**src/rtl/usbdev_pkg.sv**
```systemverilog
// Shared USB device types.
// Line-state encoding used by the link and receive logic.
package usbdev_pkg;

  typedef enum logic [1:0] {
    LineSe0 = 2'd0,
    LineJ   = 2'd1,
    LineK   = 2'd2,
    LineSe1 = 2'd3
  } usb_line_state_e;

  function automatic usb_line_state_e decode_line(
    input logic dp,
    input logic dn
  );
    usb_line_state_e ls;
    ls = LineSe0;
    unique case (1'b1)
      (dp && !dn): ls = LineJ;
      (!dp && dn): ls = LineK;
      (dp && dn):  ls = LineSe1;
      default:     ls = LineSe0;
    endcase
    return ls;
  endfunction

endpackage

```
**src/rtl/prim_flop_2sync.sv**
```systemverilog
// Two-flop synchronizer for asynchronous inputs.
// Reset value is applied to both stages.
module prim_flop_2sync #(
  parameter int unsigned      Width      = 2,
  parameter logic [Width-1:0] ResetValue = '0
) (
  input  logic             clk_i,
  input  logic             rst_ni,
  input  logic [Width-1:0] d_i,
  output logic [Width-1:0] q_o
);

  logic [Width-1:0] s1_q;
  logic [Width-1:0] s2_q;

  always_ff @(posedge clk_i or negedge rst_ni) begin
    if (!rst_ni) begin
      s1_q <= ResetValue;
      s2_q <= ResetValue;
    end else begin
      s1_q <= d_i;
      s2_q <= s1_q;
    end
  end

  assign q_o = s2_q;

endmodule

```
**src/rtl/usbdev_line_monitor.sv**
```systemverilog
// USB line-condition monitor: decodes D+/D-, times line-state runs
// and emits microsecond tick, J, idle and SE1 indications.
module usbdev_line_monitor
  import usbdev_pkg::*;
#(
  parameter int unsigned TickCycles = 48,
  parameter int unsigned BitCycles  = 4,
  parameter int unsigned IdleBits   = 7
) (
  input  logic       clk_48mhz_i,
  input  logic       rst_ni,
  input  logic       usb_dp_i,
  input  logic       usb_dn_i,
  input  logic       cfg_pinflip_i,
  input  logic       usb_oe_i,
  output logic       us_tick_o,
  output logic [1:0] line_state_o,
  output logic       rx_j_det_o,
  output logic       rx_idle_det_o,
  output logic       se1_err_o
);

  localparam int unsigned RunMax = IdleBits * BitCycles;
  localparam int unsigned RunW   = $clog2(RunMax + 1);
  localparam int unsigned TickW  = $clog2(TickCycles);

  logic [1:0]      pins_sync;
  logic            dp_s;
  logic            dn_s;
  usb_line_state_e line_d;
  usb_line_state_e line_q;
  logic [RunW-1:0] run_q;
  logic            j_det_q;
  logic            idle_q;
  logic            se1_q;
  logic [TickW-1:0] tick_cnt_q;
  logic            tick_q;
  logic            run_bit;
  logic            run_full;

  prim_flop_2sync #(
    .Width      (2),
    .ResetValue (2'b00)
  ) u_sync (
    .clk_i  (clk_48mhz_i),
    .rst_ni (rst_ni),
    .d_i    ({usb_dp_i, usb_dn_i}),
    .q_o    (pins_sync)
  );

  assign dp_s   = cfg_pinflip_i ? pins_sync[0] : pins_sync[1];
  assign dn_s   = cfg_pinflip_i ? pins_sync[1] : pins_sync[0];
  assign line_d = decode_line(dp_s, dn_s);

  assign run_bit  = (run_q == RunW'(BitCycles));
  assign run_full = (run_q == RunW'(RunMax));

  // A driven bus holds the run at 0 so timing restarts on release.
  always_ff @(posedge clk_48mhz_i or negedge rst_ni) begin
    if (!rst_ni) begin
      line_q <= LineSe0;
      run_q  <= '0;
    end else begin
      line_q <= line_d;
      if (usb_oe_i) begin
        run_q <= '0;
      end else if (line_d != line_q) begin
        run_q <= RunW'(1);
      end else if (!run_full) begin
        run_q <= run_q + RunW'(1);
      end
    end
  end

  always_ff @(posedge clk_48mhz_i or negedge rst_ni) begin
    if (!rst_ni) begin
      j_det_q <= 1'b0;
      idle_q  <= 1'b0;
      se1_q   <= 1'b0;
    end else begin
      j_det_q <= !usb_oe_i && (line_q == LineJ) && run_bit;
      idle_q  <= !usb_oe_i && (line_q == LineJ) && run_full;
      se1_q   <= !usb_oe_i && (line_q == LineSe1) && run_bit;
    end
  end

  always_ff @(posedge clk_48mhz_i or negedge rst_ni) begin
    if (!rst_ni) begin
      tick_cnt_q <= '0;
      tick_q     <= 1'b0;
    end else begin
      tick_q <= (tick_cnt_q == TickW'(TickCycles - 1));
      if (tick_cnt_q == TickW'(TickCycles - 1)) begin
        tick_cnt_q <= '0;
      end else begin
        tick_cnt_q <= tick_cnt_q + TickW'(1);
      end
    end
  end

  assign us_tick_o     = tick_q;
  assign line_state_o  = line_q;
  assign rx_j_det_o    = j_det_q;
  assign rx_idle_det_o = idle_q;
  assign se1_err_o     = se1_q;

endmodule

```
**config.mk**
```make
export PLATFORM = sky130hd
export DESIGN_NAME = usbdev_line_monitor
export DESIGN_NICKNAME = d
export VERILOG_FILES = /design/src/rtl/usbdev_pkg.sv /design/src/rtl/prim_flop_2sync.sv /design/src/rtl/usbdev_line_monitor.sv
export SDC_FILE = /design/constraint.sdc
export NUM_CORES = 1
export LEC_CHECK = 0
export ABC_AREA = 1
export CAP_MARGIN = 30
export CORE_UTILIZATION = 53
export DETAILED_ROUTE_END_ITERATION = 7
export GPL_TIMING_DRIVEN = 0
export HOLD_SLACK_MARGIN = 0.1
export PLACE_DENSITY = 0.81
export SLEW_MARGIN = 0
export SYNTH_ARGS = -nofsm -noshare
export SYNTH_HDL_FRONTEND = slang
export SYNTH_SLANG_ARGS = --single-unit
```
**constraint.sdc**
```tcl
create_clock -name clk_48mhz_i -period 1.5 [get_ports clk_48mhz_i]
set_input_delay 0.3 -clock clk_48mhz_i [delete_from_list [all_inputs] [get_ports clk_48mhz_i]]
set_output_delay 0.3 -clock clk_48mhz_i [all_outputs]
set_load 0.05 [all_outputs]
```
Word level (Yosys, flattened, before mapping)
Cells that the tools add are included.
Widths: inputs -> output; s select.
Word-level totals
  bits of input ports: 6
  register bits after elaboration: 21
  memory bits (writable): 0
  bits in read-only memories: 0
  output and inout port bits: 6
  memories: 0
  bits in latches: 0
  logic and storage cells: 36
Cells by class
  multiplexer cells: 7
  div/mod/pow operators: 0
  $add $sub $neg: 2
  bitwise logic cells: 0
  shifts and indexed selects: 0
  equality and inequality tests: 7
  order comparisons: 0
  reductions and logical operators: 11
  multiply operators: 0
Operators with widths (number)
  $mux 5: 3
  $logic_and 1x1->1: 8
  $add 6x1->6 const B: 1
  $eq 6x6->1 const B: 1
  $mux 6: 1
  $pmux 2 s3: 1
  $add 5x1->5 const B: 1
  $eq 5x3->1 const B: 1
  $eq 5x5->1 const B: 1
  $logic_not 1->1: 3
  $ne 3x2->1 const B: 1
  $eq 2x1->1 const B: 1
  $eq 2x2->1 const B: 1
  $mux 1: 2
  $ne 2x2->1: 1

Depth between registers and ports, before layout
  depth after elaboration: 7
  gate-level depth with buffers: 9
  mapped depth without buffers: 9

Cells and area by module
A second synthesis with hierarchy kept.
Unflattened totals
  cell total of the unflattened synthesis: 106
  area total of the unflattened synthesis: 1001.0 sq um
Modules (own cells, without submodules)
  usbdev_line_monitor: cells an instance 102, sequential area each 425.4 sq um, instances 1, area an instance 900.9 sq um
  prim_flop_2sync: cells an instance 4, sequential area each 100.1 sq um, instances 1, area an instance 100.1 sq um

Least setup slack after synthesis
No wires, ideal clock.
  kind: flip-flop to flip-flop
  start point: register line_q[1] (netlist: line_state_o[1])
  end point: register run_q[0]
  setup time: 0.113 ns
  stages on the path, launching flop included: 8
  arrival: 1.142 ns
  setup slack: 0.245 ns
  path through: dfrtp_1 > inv_1 > nand3_1 > nand2_1 > inv_4 > nand3_2 > nand2_1 > inv_1
Between the ends
  cells in the longest elaborated chain, start to end: 3
RTL lines
  start: declaration: RTL line usbdev_line_monitor.sv:31  | usb_line_state_e line_q;
  start signal: assignment: RTL line usbdev_line_monitor.sv:61  | line_q <= LineSe0;
  start signal: assignment: RTL line usbdev_line_monitor.sv:64  | line_q <= line_d;
  $ne 2x2->1 (*): RTL line usbdev_line_monitor.sv:67  | end else if (line_d != line_q) begin
  $mux 5: RTL line usbdev_line_monitor.sv:67
  $mux 5: RTL line usbdev_line_monitor.sv:65  | if (usb_oe_i) begin
  end signal: assignment: RTL line usbdev_line_monitor.sv:68  | run_q <= RunW'(1);
  end signal: assignment: RTL line usbdev_line_monitor.sv:70  | run_q <= run_q + RunW'(1);
  end: declaration: RTL line usbdev_line_monitor.sv:32  | logic [RunW-1:0] run_q;
Every way passes the cells marked *; elsewhere a longest branch is shown, timed or not.
A chain may end at the register's enable or synchronous reset.

Worst setup path after layout
  start point: register se1_q (netlist: se1_err_o)
  end point: output se1_err_o
RTL lines
  start: declaration: RTL line usbdev_line_monitor.sv:35  | logic se1_q;
  start signal: assignment: RTL line usbdev_line_monitor.sv:83  | se1_q <= !usb_oe_i && (line_q == LineSe1) && run_bit;
  end: declaration: RTL line usbdev_line_monitor.sv:20  | output logic se1_err_o
No word-level cell between the ends.

==> insert_results.sql <==
INSERT INTO impl_metrics (metric_group, metric, value, unit) VALUES
('floorplan', 'dieArea', '2050', 'sq um'),
('hold_path', 'min_from', 'u_sync.s1_q[1]', ''),
('route', 'dr_vias', '734', ''),
('global_route', 'grtUsageTotal', '19.6', '%'),
('critical_path', 'r2r-end', 'run_q[4]', ''),
('flow_run', 'max_cap_viol_count', '0', ''),
('critical_path', 'worst-path-max-fanout', '1', ''),
('critical_path', 'reg2reg_slack', '0.15', 'ns'),
('critical_path', 'timing.critical_path.from_type', 'register', ''),
('global_route', 'grt_start_max_net_pins', '22', ''),
('clocking', 'clock_sinks', '21', ''),
('route', 'number_of_design_rule_violations_left_after_detail_routing', '0', ''),
('timing', 'drv_slew', '0', ''),
('route', 'remaining_antenna_violation_count_after_routing', '0', ''),
('clocking', 'tritoncts', 'done', ''),
('critical_path', 'reg_to_reg_startpoint', 'run_q[0]', ''),
('timing', 'tns', '0', 'ns'),
('layout', 'layout.cells.most_common_list', '22 x sky130_fd_sc_hd__nand2_1, 21 x sky130_fd_sc_hd__dfrtp_1, 17 x sky130_fd_sc_hd__inv_1', ''),
('yosys', 'ys_seq_elements', '21', ''),
('route', 'detailed_route_wl', '1710', 'um'),
('yosys', 'netlist_top_cells_area', 'sky130_fd_sc_hd__dfrtp_1 53%, sky130_fd_sc_hd__nand2_1 8.3%, sky130_fd_sc_hd__inv_1 6.4%, sky130_fd_sc_hd__nand4_1 4.4%, sky130_fd_sc_hd__nand3_2 4.0%', ''),
('yosys', 'ys.warnings.count', '0', ''),
('timing', 'period_share', '96.2', '%'),
('yosys', 'post-synth-top-area-cell', 'sky130_fd_sc_hd__dfrtp_1', ''),
('global_route', 'global_route_wire_length_before_repair', '2800', 'um'),
('pwr', 'post-layout-total-power', '0.982', 'mW'),
('critical_path', 'timing.critical_path.slowest_cell_delay', '0.50', 'ns'),
('yosys', 'syn_inst', '108', ''),
('timing', 'finalHoldViolCount', '0', ''),
('clocking', 'number_of_buffers_inserted_during_clock_tree_synthesis', '3', ''),
('timing', 'tightest_slew', '0.895', 'ns'),
('placed_design', 'dpl_worst_slack', '-0.0165', 'ns'),
('floorplan', 'floorplan.die.width', '45.3', 'um'),
('pwr', 'cellPowerDensity', '841', 'nW/um^2'),
('route', 'routed_vias_inst', '4.93', ''),
('critical_path', 'required', '1.20', 'ns'),
('global_route', 'grt_pass1_vias', '715', ''),
('critical_path', 'cp_slowest_cell', 'sky130_fd_sc_hd__clkdlybuf4s15_1', ''),
('layout', 'antenna-diode-count', '0', ''),
('global_route', 'grt_overflow', '0', ''),
('layout', 'post_route_cells_drive_above_1_share', '19.4', '%'),
('placed_design', 'place.gp.congestion', '0.779', ''),
('clocking', 'root_buffer_cell', 'sky130_fd_sc_hd__clkbuf_4', ''),
('pwr', 'static-leakage-power', '0.592', 'nW'),
('floorplan', 'design.core.area', '1750', 'sq um'),
('critical_path', 'worstPathCellList', 'clkdlybuf4s15_1', ''),
('yosys', 'post_synth_instance_area', '993', 'sq um'),
('layout', 'final_cells', '149', ''),
('hold_path', 'holdPathEnd', 'u_sync.q_o[1]', ''),
('yosys', 'synth_top_area_share', '52.9', '%'),
('layout', 'design_area', '1170', 'sq um'),
('critical_path', 'r2r_cells', '6', ''),
('critical_path', 'critical_path.top_delay_family', 'buffers and inverters', ''),
('floorplan', 'fp-row-count', '15', ''),
('layout', 'design.final.nets', '134', ''),
('timing', 'worst_slack', '0.0572', 'ns'),
('timing', 'final.hold.worst_slack', '0.364', 'ns'),
('critical_path', 'setup.worst_path.end_class', 'primary output', ''),
('clocking', 'number_of_buffers_on_the_longest_clock_path', '2', ''),
('timing', 'rsz0062_at_grt', 'false', ''),
('global_route', 'antenna_found_initial', '0', ''),
('yosys', 'synth.avg_cell_area', '9.20', 'sq um'),
('placed_design', 'half_perimeter_wire_length_of_the_detailed_placement_result', '1330', 'um'),
('placed_design', 'numPortBuffers', '11', ''),
('run_status', 'status', 'completed', ''),
('clocking', 'insertion_delay', '0.30', 'ns'),
('hold_path', 'hold-path-cell-count', '0', ''),
('yosys', 'synthDistinctLibCells', '19', ''),
('layout', 'num-fill-cells', '146', ''),
('placed_design', 'placed_cells_incl_taps', '144', ''),
('layout', 'area_added_between_synthesis_and_finish', '17.6', '%');
[per-layer routing]
| metal | up-vias | part of all wire, % | GRT usage [%] |
|---|---|---|---|
| li1 | 375 | - | - |
| met1 | 346 | 43 | 20.9 |
| met2 | 11 | 54 | 37.7 |
| met3 | 2 | 2.0 | 3.60 |
| met4 | 0 | 0.58 | 7.27 |
| met5 | - | 0 | 0 |
[how the worst max path moves through the flow]
stage / from / end / slack [ns] / cells past startpoint
after floorplan: line_state_o[1] / run_q[0] / 0.24 / 7
after global placement: line_state_o[0] / line_state_o[0] / -0.009 / 1
after detailed placement: cfg_pinflip_i / run_q[1] / -0.02 / 8
after CTS: se1_err_o / se1_err_o / 0.008 / 1
after global routing: us_tick_o / us_tick_o / 0.008 / 1
final: se1_err_o / se1_err_o / 0.06 / 1
[layout make-up]
type / count / area (sq um) / area share (%)
flip-flops and latches: 21 / 526 / 45.0
repair buffers: 12 / 114 / 9.74
plain buffers: 1 / 7.51 / 0.642
inverters: 19 / 73.8 / 6.32
multi-input cells: 67 / 387 / 33.1
clock buffers: 3 / 22.5 / 1.93
clock inverters: 1 / 7.51 / 0.642
well taps: 25 / 31.3 / 2.68
[report_power, final]
group          internal [mW]  total (mW)  switching [mW]
sequential             0.579       0.590          0.0115
clock                  0.101       0.270           0.169
combinational         0.0427       0.122          0.0791
[synth_stat cells, drive strengths merged]
library cell  number
nand4              7
nor2               9
xor2               3
o21ai              1
nor3               2
dfrtp             21
nand3             10
inv               19
nor4               1
buf                1
nand2             27
ha                 3
a21oi              4
[registers in the layout (all words and copies together) (netlist names)]
name and count:
rx_j_det_o 1, tick_cnt_q 6, se1_err_o 1, u_sync.s1_q 2, rx_idle_det_o 1, line_state_o 2, run_q 5, us_tick_o 1
u_sync.q_o 2
[timing repair]
| action | 4_1_cts | 5_1_grt |
|---|---|---|
| buffers inserted | 0 | 1 |
| hold buffers | 0 | 0 |
| endpoints found under the setup margin | 6 | 4 |
| hold endpoints to repair | 0 | 0 |
| gates resized for setup | 10 | 4 |
[kinds of logic (layout without fill, tap and decap cells)]
| logic type | count (synthesis) | in the layout | share of synthesized area [%] |
|---|---|---|---|
| simple gates | 56 | 56 | 30.0 |
| xor+xnor | 3 | 3 | 2.65 |
| flops | 21 | 21 | 52.9 |
| fa+ha+maj | 3 | 3 | 3.78 |
| compound gates | 5 | 5 | 2.52 |
| buf+inv | 20 | 36 | 8.19 |
Note: power is estimated with default switching activity, not from simulation.
